### config.mk
export PLATFORM = sky130hd
export DESIGN_NAME = uart_loopback_fifo
export DESIGN_NICKNAME = d
export VERILOG_FILES = /design/src/rtl/uart_pkg.sv /design/src/rtl/uart_sync_fifo.sv /design/src/rtl/uart_loopback_fifo.sv
export SDC_FILE = /design/constraint.sdc
export NUM_CORES = 1
export LEC_CHECK = 0
export CAP_MARGIN = 20
export CELL_PAD_IN_SITES_DETAIL_PLACEMENT = 1
export CELL_PAD_IN_SITES_GLOBAL_PLACEMENT = 1
export CORE_ASPECT_RATIO = 2
export CORE_UTILIZATION = 32
export DETAILED_ROUTE_END_ITERATION = 8
export HOLD_SLACK_MARGIN = 0.1
export PLACE_DENSITY = 0.62
export SLEW_MARGIN = 20
export SYNTH_ARGS = -nofsm -noshare
export SYNTH_HDL_FRONTEND = slang
export SYNTH_SLANG_ARGS = --single-unit
### constraint.sdc
create_clock -name clock -period 3.9 [get_ports clock]
set_input_delay 0.39 -clock clock [delete_from_list [all_inputs] [get_ports clock]]
set_output_delay 0.39 -clock clock [all_outputs]
set_load 0.05 [all_outputs]
### src/rtl/uart_pkg.sv
// Shared RX/TX state encodings and timing helpers for uart_loopback_fifo.
package uart_pkg;

   typedef enum logic [2:0] {
      RX_IDLE,
      RX_START,
      RX_DATA,
      RX_PARITY,
      RX_STOP
   } rx_state_e;

   typedef enum logic [2:0] {
      TX_IDLE,
      TX_START,
      TX_DATA,
      TX_PARITY,
      TX_STOP
   } tx_state_e;

   function automatic int clks_per_bit(input int mhz, input int baud);
      return (mhz * 1_000_000) / baud;
   endfunction

   function automatic logic parity_bit(input logic [8:0] data, input logic odd);
      return (^data) ^ odd;
   endfunction

endpackage

### src/rtl/uart_sync_fifo.sv
// Single-clock FIFO with registered pointers and occupancy count.
module uart_sync_fifo #(
   parameter int WIDTH = 8,
   parameter int DEPTH = 16
) (
   input  logic                     clock,
   input  logic                     reset,
   input  logic                     push,
   input  logic [WIDTH-1:0]         push_data,
   input  logic                     pop,
   output logic [WIDTH-1:0]         pop_data,
   output logic                     full,
   output logic                     empty,
   output logic [$clog2(DEPTH):0]   count
);

   localparam int AW = $clog2(DEPTH);

   logic [WIDTH-1:0] mem_q [DEPTH];
   logic [AW-1:0]    wr_ptr_q, wr_ptr_d;
   logic [AW-1:0]    rd_ptr_q, rd_ptr_d;
   logic [AW:0]      count_q, count_d;
   logic             push_ok, pop_ok;

   assign full     = count_q == (AW+1)'(DEPTH);
   assign empty    = count_q == '0;
   assign pop_ok   = pop && !empty;
   // a pop in the same cycle frees the slot a full FIFO needs
   assign push_ok  = push && (!full || pop_ok);
   assign pop_data = mem_q[rd_ptr_q];
   assign count    = count_q;

   always_comb begin
      wr_ptr_d = wr_ptr_q;
      rd_ptr_d = rd_ptr_q;
      count_d  = count_q;
      if (push_ok) wr_ptr_d = wr_ptr_q + AW'(1);
      if (pop_ok)  rd_ptr_d = rd_ptr_q + AW'(1);
      unique case ({push_ok, pop_ok})
         2'b10:   count_d = count_q + (AW+1)'(1);
         2'b01:   count_d = count_q - (AW+1)'(1);
         default: count_d = count_q;
      endcase
   end

   always_ff @(posedge clock) begin
      if (reset) begin
         wr_ptr_q <= '0;
         rd_ptr_q <= '0;
         count_q  <= '0;
      end else begin
         wr_ptr_q <= wr_ptr_d;
         rd_ptr_q <= rd_ptr_d;
         count_q  <= count_d;
      end
   end

   always_ff @(posedge clock) begin
      if (push_ok) mem_q[wr_ptr_q] <= push_data;
   end

endmodule

### src/rtl/uart_loopback_fifo.sv
// UART receiver feeding a FIFO that is replayed by a UART transmitter.
// Define UART_LOOPBACK_PARITY_EN to add a parity bit to both directions.
module uart_loopback_fifo #(
   parameter int BAUD       = 9600,
   parameter int MHZ        = 50,
   parameter int DATA_BITS  = 8,
   parameter int FIFO_DEPTH = 16,
   parameter int PARITY_ODD = 0
) (
   input  logic                          clock,
   input  logic                          reset,
   input  logic                          rxd,
   output logic                          txd,
   input  logic                          tx_pause,
   output logic                          rx_vld,
   output logic [DATA_BITS-1:0]          rx_data,
   output logic                          tx_rdy,
   output logic [$clog2(FIFO_DEPTH):0]   fifo_count,
   output logic                          overflow,
   output logic                          frame_err,
   output logic                          parity_err
);
   import uart_pkg::*;

   localparam int CPB   = clks_per_bit(MHZ, BAUD);
   localparam int HALF  = CPB / 2;
   localparam int CNT_W = $clog2(CPB);
   localparam int BIT_W = $clog2(DATA_BITS);
   localparam logic [CNT_W-1:0] CNT_END  = CNT_W'(CPB - 1);
   localparam logic [CNT_W-1:0] HALF_END = CNT_W'(HALF - 1);
   localparam logic [BIT_W-1:0] BIT_END  = BIT_W'(DATA_BITS - 1);

   cfg_ok: assert property (@(posedge clock) PARITY_ODD inside {0, 1});

   logic rx_m_q, rx_m_d, rx_s_q, rx_s_d, rx_p_q, rx_p_d;
   logic rx_fall;

   always_comb begin
      rx_m_d = rxd;
      rx_s_d = rx_m_q;
      rx_p_d = rx_s_q;
   end

   always_ff @(posedge clock) begin
      if (reset) begin
         rx_m_q <= 1'b1;
         rx_s_q <= 1'b1;
         rx_p_q <= 1'b1;
      end else begin
         rx_m_q <= rx_m_d;
         rx_s_q <= rx_s_d;
         rx_p_q <= rx_p_d;
      end
   end

   assign rx_fall = rx_p_q && !rx_s_q;

   rx_state_e              rx_state_q;
   logic [CNT_W-1:0]       rx_cnt_q;
   logic [BIT_W-1:0]       rx_bit_q;
   logic [DATA_BITS-1:0]   rx_shift_q, rx_data_q;
   logic                   rx_vld_q, frame_err_q, rx_tick;
`ifdef UART_LOOPBACK_PARITY_EN
   logic                   rx_par_bad_q, parity_err_q;
`endif

   assign rx_tick = rx_cnt_q == CNT_END;

   always_ff @(posedge clock) begin
      if (reset) begin
         rx_state_q   <= RX_IDLE;
         rx_cnt_q     <= '0;
         rx_bit_q     <= '0;
         rx_shift_q   <= '0;
         rx_data_q    <= '0;
         rx_vld_q     <= 1'b0;
         frame_err_q  <= 1'b0;
`ifdef UART_LOOPBACK_PARITY_EN
         rx_par_bad_q <= 1'b0;
         parity_err_q <= 1'b0;
`endif
      end else begin
         rx_vld_q <= 1'b0;
         rx_cnt_q <= rx_cnt_q + CNT_W'(1);
         unique case (rx_state_q)
            RX_IDLE: begin
               rx_cnt_q <= '0;
               if (rx_fall) rx_state_q <= RX_START;
            end
            RX_START: if (rx_cnt_q == HALF_END) begin
               rx_cnt_q   <= '0;
               rx_bit_q   <= '0;
               rx_state_q <= rx_s_q ? RX_IDLE : RX_DATA;
            end
            RX_DATA: if (rx_tick) begin
               rx_cnt_q   <= '0;
               rx_shift_q <= {rx_s_q, rx_shift_q[DATA_BITS-1:1]};
               rx_bit_q   <= rx_bit_q + BIT_W'(1);
`ifdef UART_LOOPBACK_PARITY_EN
               if (rx_bit_q == BIT_END) rx_state_q <= RX_PARITY;
`else
               if (rx_bit_q == BIT_END) rx_state_q <= RX_STOP;
`endif
            end
`ifdef UART_LOOPBACK_PARITY_EN
            RX_PARITY: if (rx_tick) begin
               rx_cnt_q     <= '0;
               rx_par_bad_q <= rx_s_q != parity_bit(9'(rx_shift_q), 1'(PARITY_ODD));
               rx_state_q   <= RX_STOP;
            end
`endif
            RX_STOP: if (rx_tick) begin
               rx_state_q <= RX_IDLE;
               if (!rx_s_q) frame_err_q <= 1'b1;
`ifdef UART_LOOPBACK_PARITY_EN
               else if (rx_par_bad_q) parity_err_q <= 1'b1;
`endif
               else begin
                  rx_vld_q  <= 1'b1;
                  rx_data_q <= rx_shift_q;
               end
            end
            default: rx_state_q <= RX_IDLE;
         endcase
      end
   end

   logic                   fifo_full, fifo_empty, tx_pop;
   logic [DATA_BITS-1:0]   fifo_rd_data;
   logic                   overflow_q, overflow_d;

   uart_sync_fifo #(
      .WIDTH (DATA_BITS),
      .DEPTH (FIFO_DEPTH)
   ) u_fifo (
      .clock     (clock),
      .reset     (reset),
      .push      (rx_vld_q),
      .push_data (rx_data_q),
      .pop       (tx_pop),
      .pop_data  (fifo_rd_data),
      .full      (fifo_full),
      .empty     (fifo_empty),
      .count     (fifo_count)
   );

   always_comb begin
      overflow_d = overflow_q | (rx_vld_q & fifo_full & ~tx_pop);
   end

   always_ff @(posedge clock) begin
      if (reset) overflow_q <= 1'b0;
      else       overflow_q <= overflow_d;
   end

   tx_state_e              tx_state_q;
   logic [CNT_W-1:0]       tx_cnt_q;
   logic [BIT_W-1:0]       tx_bit_q;
   logic [DATA_BITS-1:0]   tx_shift_q;
   logic                   txd_q, tx_tick;
`ifdef UART_LOOPBACK_PARITY_EN
   logic                   tx_par_q;
`endif

   assign tx_pop  = (tx_state_q == TX_IDLE) && !fifo_empty && !tx_pause;
   assign tx_tick = tx_cnt_q == CNT_END;

   always_ff @(posedge clock) begin
      if (reset) begin
         tx_state_q <= TX_IDLE;
         tx_cnt_q   <= '0;
         tx_bit_q   <= '0;
         tx_shift_q <= '0;
         txd_q      <= 1'b1;
`ifdef UART_LOOPBACK_PARITY_EN
         tx_par_q   <= 1'b0;
`endif
      end else begin
         tx_cnt_q <= tx_tick ? '0 : tx_cnt_q + CNT_W'(1);
         unique case (tx_state_q)
            TX_IDLE: begin
               tx_cnt_q <= '0;
               if (tx_pop) begin
                  tx_shift_q <= fifo_rd_data;
`ifdef UART_LOOPBACK_PARITY_EN
                  tx_par_q   <= parity_bit(9'(fifo_rd_data), 1'(PARITY_ODD));
`endif
                  txd_q      <= 1'b0;
                  tx_state_q <= TX_START;
               end
            end
            TX_START: if (tx_tick) begin
               tx_bit_q   <= '0;
               txd_q      <= tx_shift_q[0];
               tx_state_q <= TX_DATA;
            end
            TX_DATA: if (tx_tick) begin
               tx_bit_q <= tx_bit_q + BIT_W'(1);
               if (tx_bit_q == BIT_END) begin
`ifdef UART_LOOPBACK_PARITY_EN
                  txd_q      <= tx_par_q;
                  tx_state_q <= TX_PARITY;
`else
                  txd_q      <= 1'b1;
                  tx_state_q <= TX_STOP;
`endif
               end else begin
                  tx_shift_q <= tx_shift_q >> 1;
                  txd_q      <= tx_shift_q[1];
               end
            end
`ifdef UART_LOOPBACK_PARITY_EN
            TX_PARITY: if (tx_tick) begin
               txd_q      <= 1'b1;
               tx_state_q <= TX_STOP;
            end
`endif
            TX_STOP: if (tx_tick) tx_state_q <= TX_IDLE;
            default: tx_state_q <= TX_IDLE;
         endcase
      end
   end

   assign txd       = txd_q;
   assign tx_rdy    = tx_state_q == TX_IDLE;
   assign rx_vld    = rx_vld_q;
   assign rx_data   = rx_data_q;
   assign overflow  = overflow_q;
   assign frame_err = frame_err_q;
`ifdef UART_LOOPBACK_PARITY_EN
   assign parity_err = parity_err_q;
`else
   assign parity_err = 1'b0;
`endif

endmodule
==> results.json <==
{
  "status": "completed",
  "reg2reg_to": "u_fifo.mem_q[4][2]",
  "reg2reg_depth": 4,
  "gr-total-overflow": 0,
  "cts_resized": 0,
  "yosys_register_bits": 214,
  "rrSetupSlack_ns": 1.18,
  "synth_cells": 677,
  "hold_depth": 2,
  "min-delay-start": "reset",
  "final_common_cell": "edfxtp_1",
  "syn_nets": 693,
  "rows": 86,
  "ys_warn_count": 0,
  "hold_class": "input port to flip-flop",
  "syn_area_sq_um": 8960,
  "setup_viol": 0,
  "pwr_density_cell_nw_per_um2": 497,
  "start_util_pct": 32.5,
  "vdd_drop_max_mv": 0.368,
  "cp_max_fo": 9,
  "mostFrequentLayoutCells": "edfxtp_1, dfxtp_1, nor2_1",
  "crit_start": "tx_state_q[0]",
  "slowest_delay_ns": 0.73,
  "cts.path.max_buffers": 3,
  "antenna_found_initial": 0,
  "portBuffers": 21,
  "setup_slack_ns": 1.18,
  "synthTopCellsByArea": "edfxtp_1, dfxtp_1, mux4_2",
  "seqCellArea_sq_um": 5570,
  "cp.required_ns": 4.03,
  "num_vias": 5516,
  "synth_top_area_cell": "edfxtp_1",
  "drc": 0,
  "wire_per_inst_um": 21.4,
  "final.fill_count": 2990,
  "slew_viol_final": 0,
  "area_growth_pct": 13.0,
  "r2r-start": "tx_state_q[0]",
  "drv_cap": 0,
  "coreArea_sq_um": 27500,
  "finClkSkew_ns": 0.0111,
  "clock_sinks": 214,
  "cp_slowest_cell": "or4_1",
  "grt_max_degree": 33,
  "vias_per_cell": 5.21,
  "finalCritPeriodShare_pct": 69.9,
  "holdPathEnd": "u_fifo.rd_ptr_q[0]",
  "worst_pin_slew_ns": 1.00,
  "seq_area_frac_synth_pct": 62.1,
  "drt_wl_total_mm": 22.6,
  "dp_slack_ns": 0.785,
  "clk_pin_slew_ns": 0.07,
  "ant_nets": 0,
  "antenna_cells": 0,
  "gp_congestion": 0.863,
  "arrival_ns": 2.85,
  "drt-initial-drc-count": 190,
  "crit_buf_inv": 0,
  "worstSetupStartpointType": "flip-flop",
  "avgSynthCellArea_sq_um": 13.2,
  "cts_hold_buf": 0,
  "htree_levels": 1,
  "final_nets": 712,
  "grt_usage_pct": 16.4,
  "cts_tree": "done",
  "synth_edf_count": 128,
  "cts_buffers": 19,
  "drive_above_1_share_pct": 13.3,
  "rsz0062_at_grt": "no",
  "min_period_ns": 2.72,
  "hold_viol": 0,
  "multiInputGateArea_sq_um": 3150,
  "synth_top_area_share_pct": 42.9,
  "synth_top_flop_cell": "edfxtp_1",
  "grt_first_pass_wirelength_mm": 35.4,
  "endpoint_kind": "flip-flop",
  "crit_path_cell_trace": "or4_1 > a31oi_2 > nand2_1 > nor2_1",
  "cts_setup_buffers": 0,
  "dpl.hpwl_mm": 16.4,
  "crit_type": "flip-flop to flip-flop",
  "pin_count": 23,
  "clock_latency_ns": 0.50,
  "cts-root-buf": "clkbuf_16",
  "synth.distinct_cells": 65,
  "grt_pass1_vias": 6121,
  "dieArea_sq_um": 28700,
  "synthArstFlopShare_pct": 0,
  "die_height_um": 239,
  "dr.pass1.iters": 4,
  "crit_cells": 4,
  "die_w_um": 120,
  "slew_headroom_pct": 33.2,
  "fin_setup_tns_ns": 0,
  "crit_family": "simple AND/OR/NAND/NOR gates",
  "max_freq_mhz": 367,
  "p_leak_nw": 3.08
}
-- power breakdown --
group | internal [mW] | total (mW) | switching, mW
clock network | 1.01 | 1.83 | 0.816
logic | 0.266 | 0.664 | 0.398
registers | 2.44 | 2.55 | 0.107
total | 3.72 | 5.04 | 1.32
-- through the flow --
| step | area (sq um) | utilization, % | total power [mW] | instances | hold slack, ns |
|---|---|---|---|---|---|
| finish | 10100 | 36.8 | 5.04 | 1059 | 0.399 |
| detailed placement | 9550 | 34.7 | 3.26 | 1027 | 0.397 |
| floorplan | 8960 | - | 3.12 | 677 | 0.389 |
| CTS | 10100 | 36.8 | 5.09 | 1059 | 0.384 |
| global placement | 9550 | 34.7 | 3.24 | 1027 | 0.400 |
| global route | 10100 | 36.8 | 5.22 | 1059 | 0.410 |
-- worst max-delay path by stage --
stage	to	slack, ns
after global routing	u_fifo.mem_q[5][2]	0.95
after global placement	u_fifo.mem_q[4][2]	0.86
after detailed placement	u_fifo.mem_q[4][1]	0.79
final	u_fifo.mem_q[4][2]	1.18
after floorplan	u_fifo.mem_q[2][0]	1.41
after CTS	u_fifo.mem_q[5][2]	1.14
-- flip-flops by register name, indices dropped and copies added, names as in the netlist, 3 cells and up, named ones only --
signal,flops
u_fifo.rd_ptr_q,4
tx_bit_q,3
tx_cnt_q,13
u_fifo.mem_q,128
tx_state_q,3
rx_cnt_q,13
u_fifo.count,5
tx_shift_q,8
rx_state_q,3
rx_data,8
rx_bit_q,3
u_fifo.wr_ptr_q,4
rx_shift_q,8
-- worst reg2reg max path, delay by kind of cell (launching register included) --
kind             cells  cell delay [ns]
AO/OA/AOI/OAI        1             0.42
flip-flops           1             0.42
AND/OR/NAND/NOR      3             1.51
-- layer usage --
| metal | GRT usage (%) | wire, um | up-vias |
|---|---|---|---|
| met3 | 1.48 | 482 | 46 |
| met2 | 32.9 | 13000 | 79 |
| met1 | 16.0 | 8010 | 2808 |
| li1 | - | - | 2583 |
| met4 | 9.05 | 1110 | 0 |
| met5 | 0 | 0 | - |
-- cells in the mapped netlist, drive strengths merged (4+ instances only) --
master and n:
o211ai 6, buf 15, or2 4, nor2 69, nand2b 5, nor4b 4
a211oi 4, nand4 6, o21ai 23, nor3 13, edfxtp 128, nand3 45
xor2 7, nand2 16, a21oi 30, dfxtp 86, ha 12, a31oi 9
a22oi 4, mux2i 19, clkbuf 26, mux4 30, nor2b 7, xnor2 23
inv 15, o22a 6, o21bai 7, nor3b 5, nor4 10
-- kinds of logic (layout without fill, tap and decap cells) --
group / Yosys count / in the layout / share of synthesized area, %
compound gates: 102 / 102 / 7.87
xor+xnor: 30 / 30 / 2.93
fa+ha+maj: 12 / 12 / 1.67
buf+inv: 56 / 86 / 2.83
flops: 214 / 214 / 62.1
mux: 52 / 52 / 10.1
other cells: 1 / 1 / 0.0418
simple gates: 210 / 210 / 12.5
-- layout make-up --
| cell class | instances | area share (%) |
|---|---|---|
| clock buffer | 28 | 5.24 |
| clock inverter | 4 | 0.469 |
| inverter | 15 | 0.556 |
| multi-input combinational | 407 | 31.1 |
| sequential | 214 | 54.9 |
| tap | 352 | 4.35 |
| timing repair buffer | 39 | 3.36 |
Note: power is estimated with default switching activity, not from simulation.
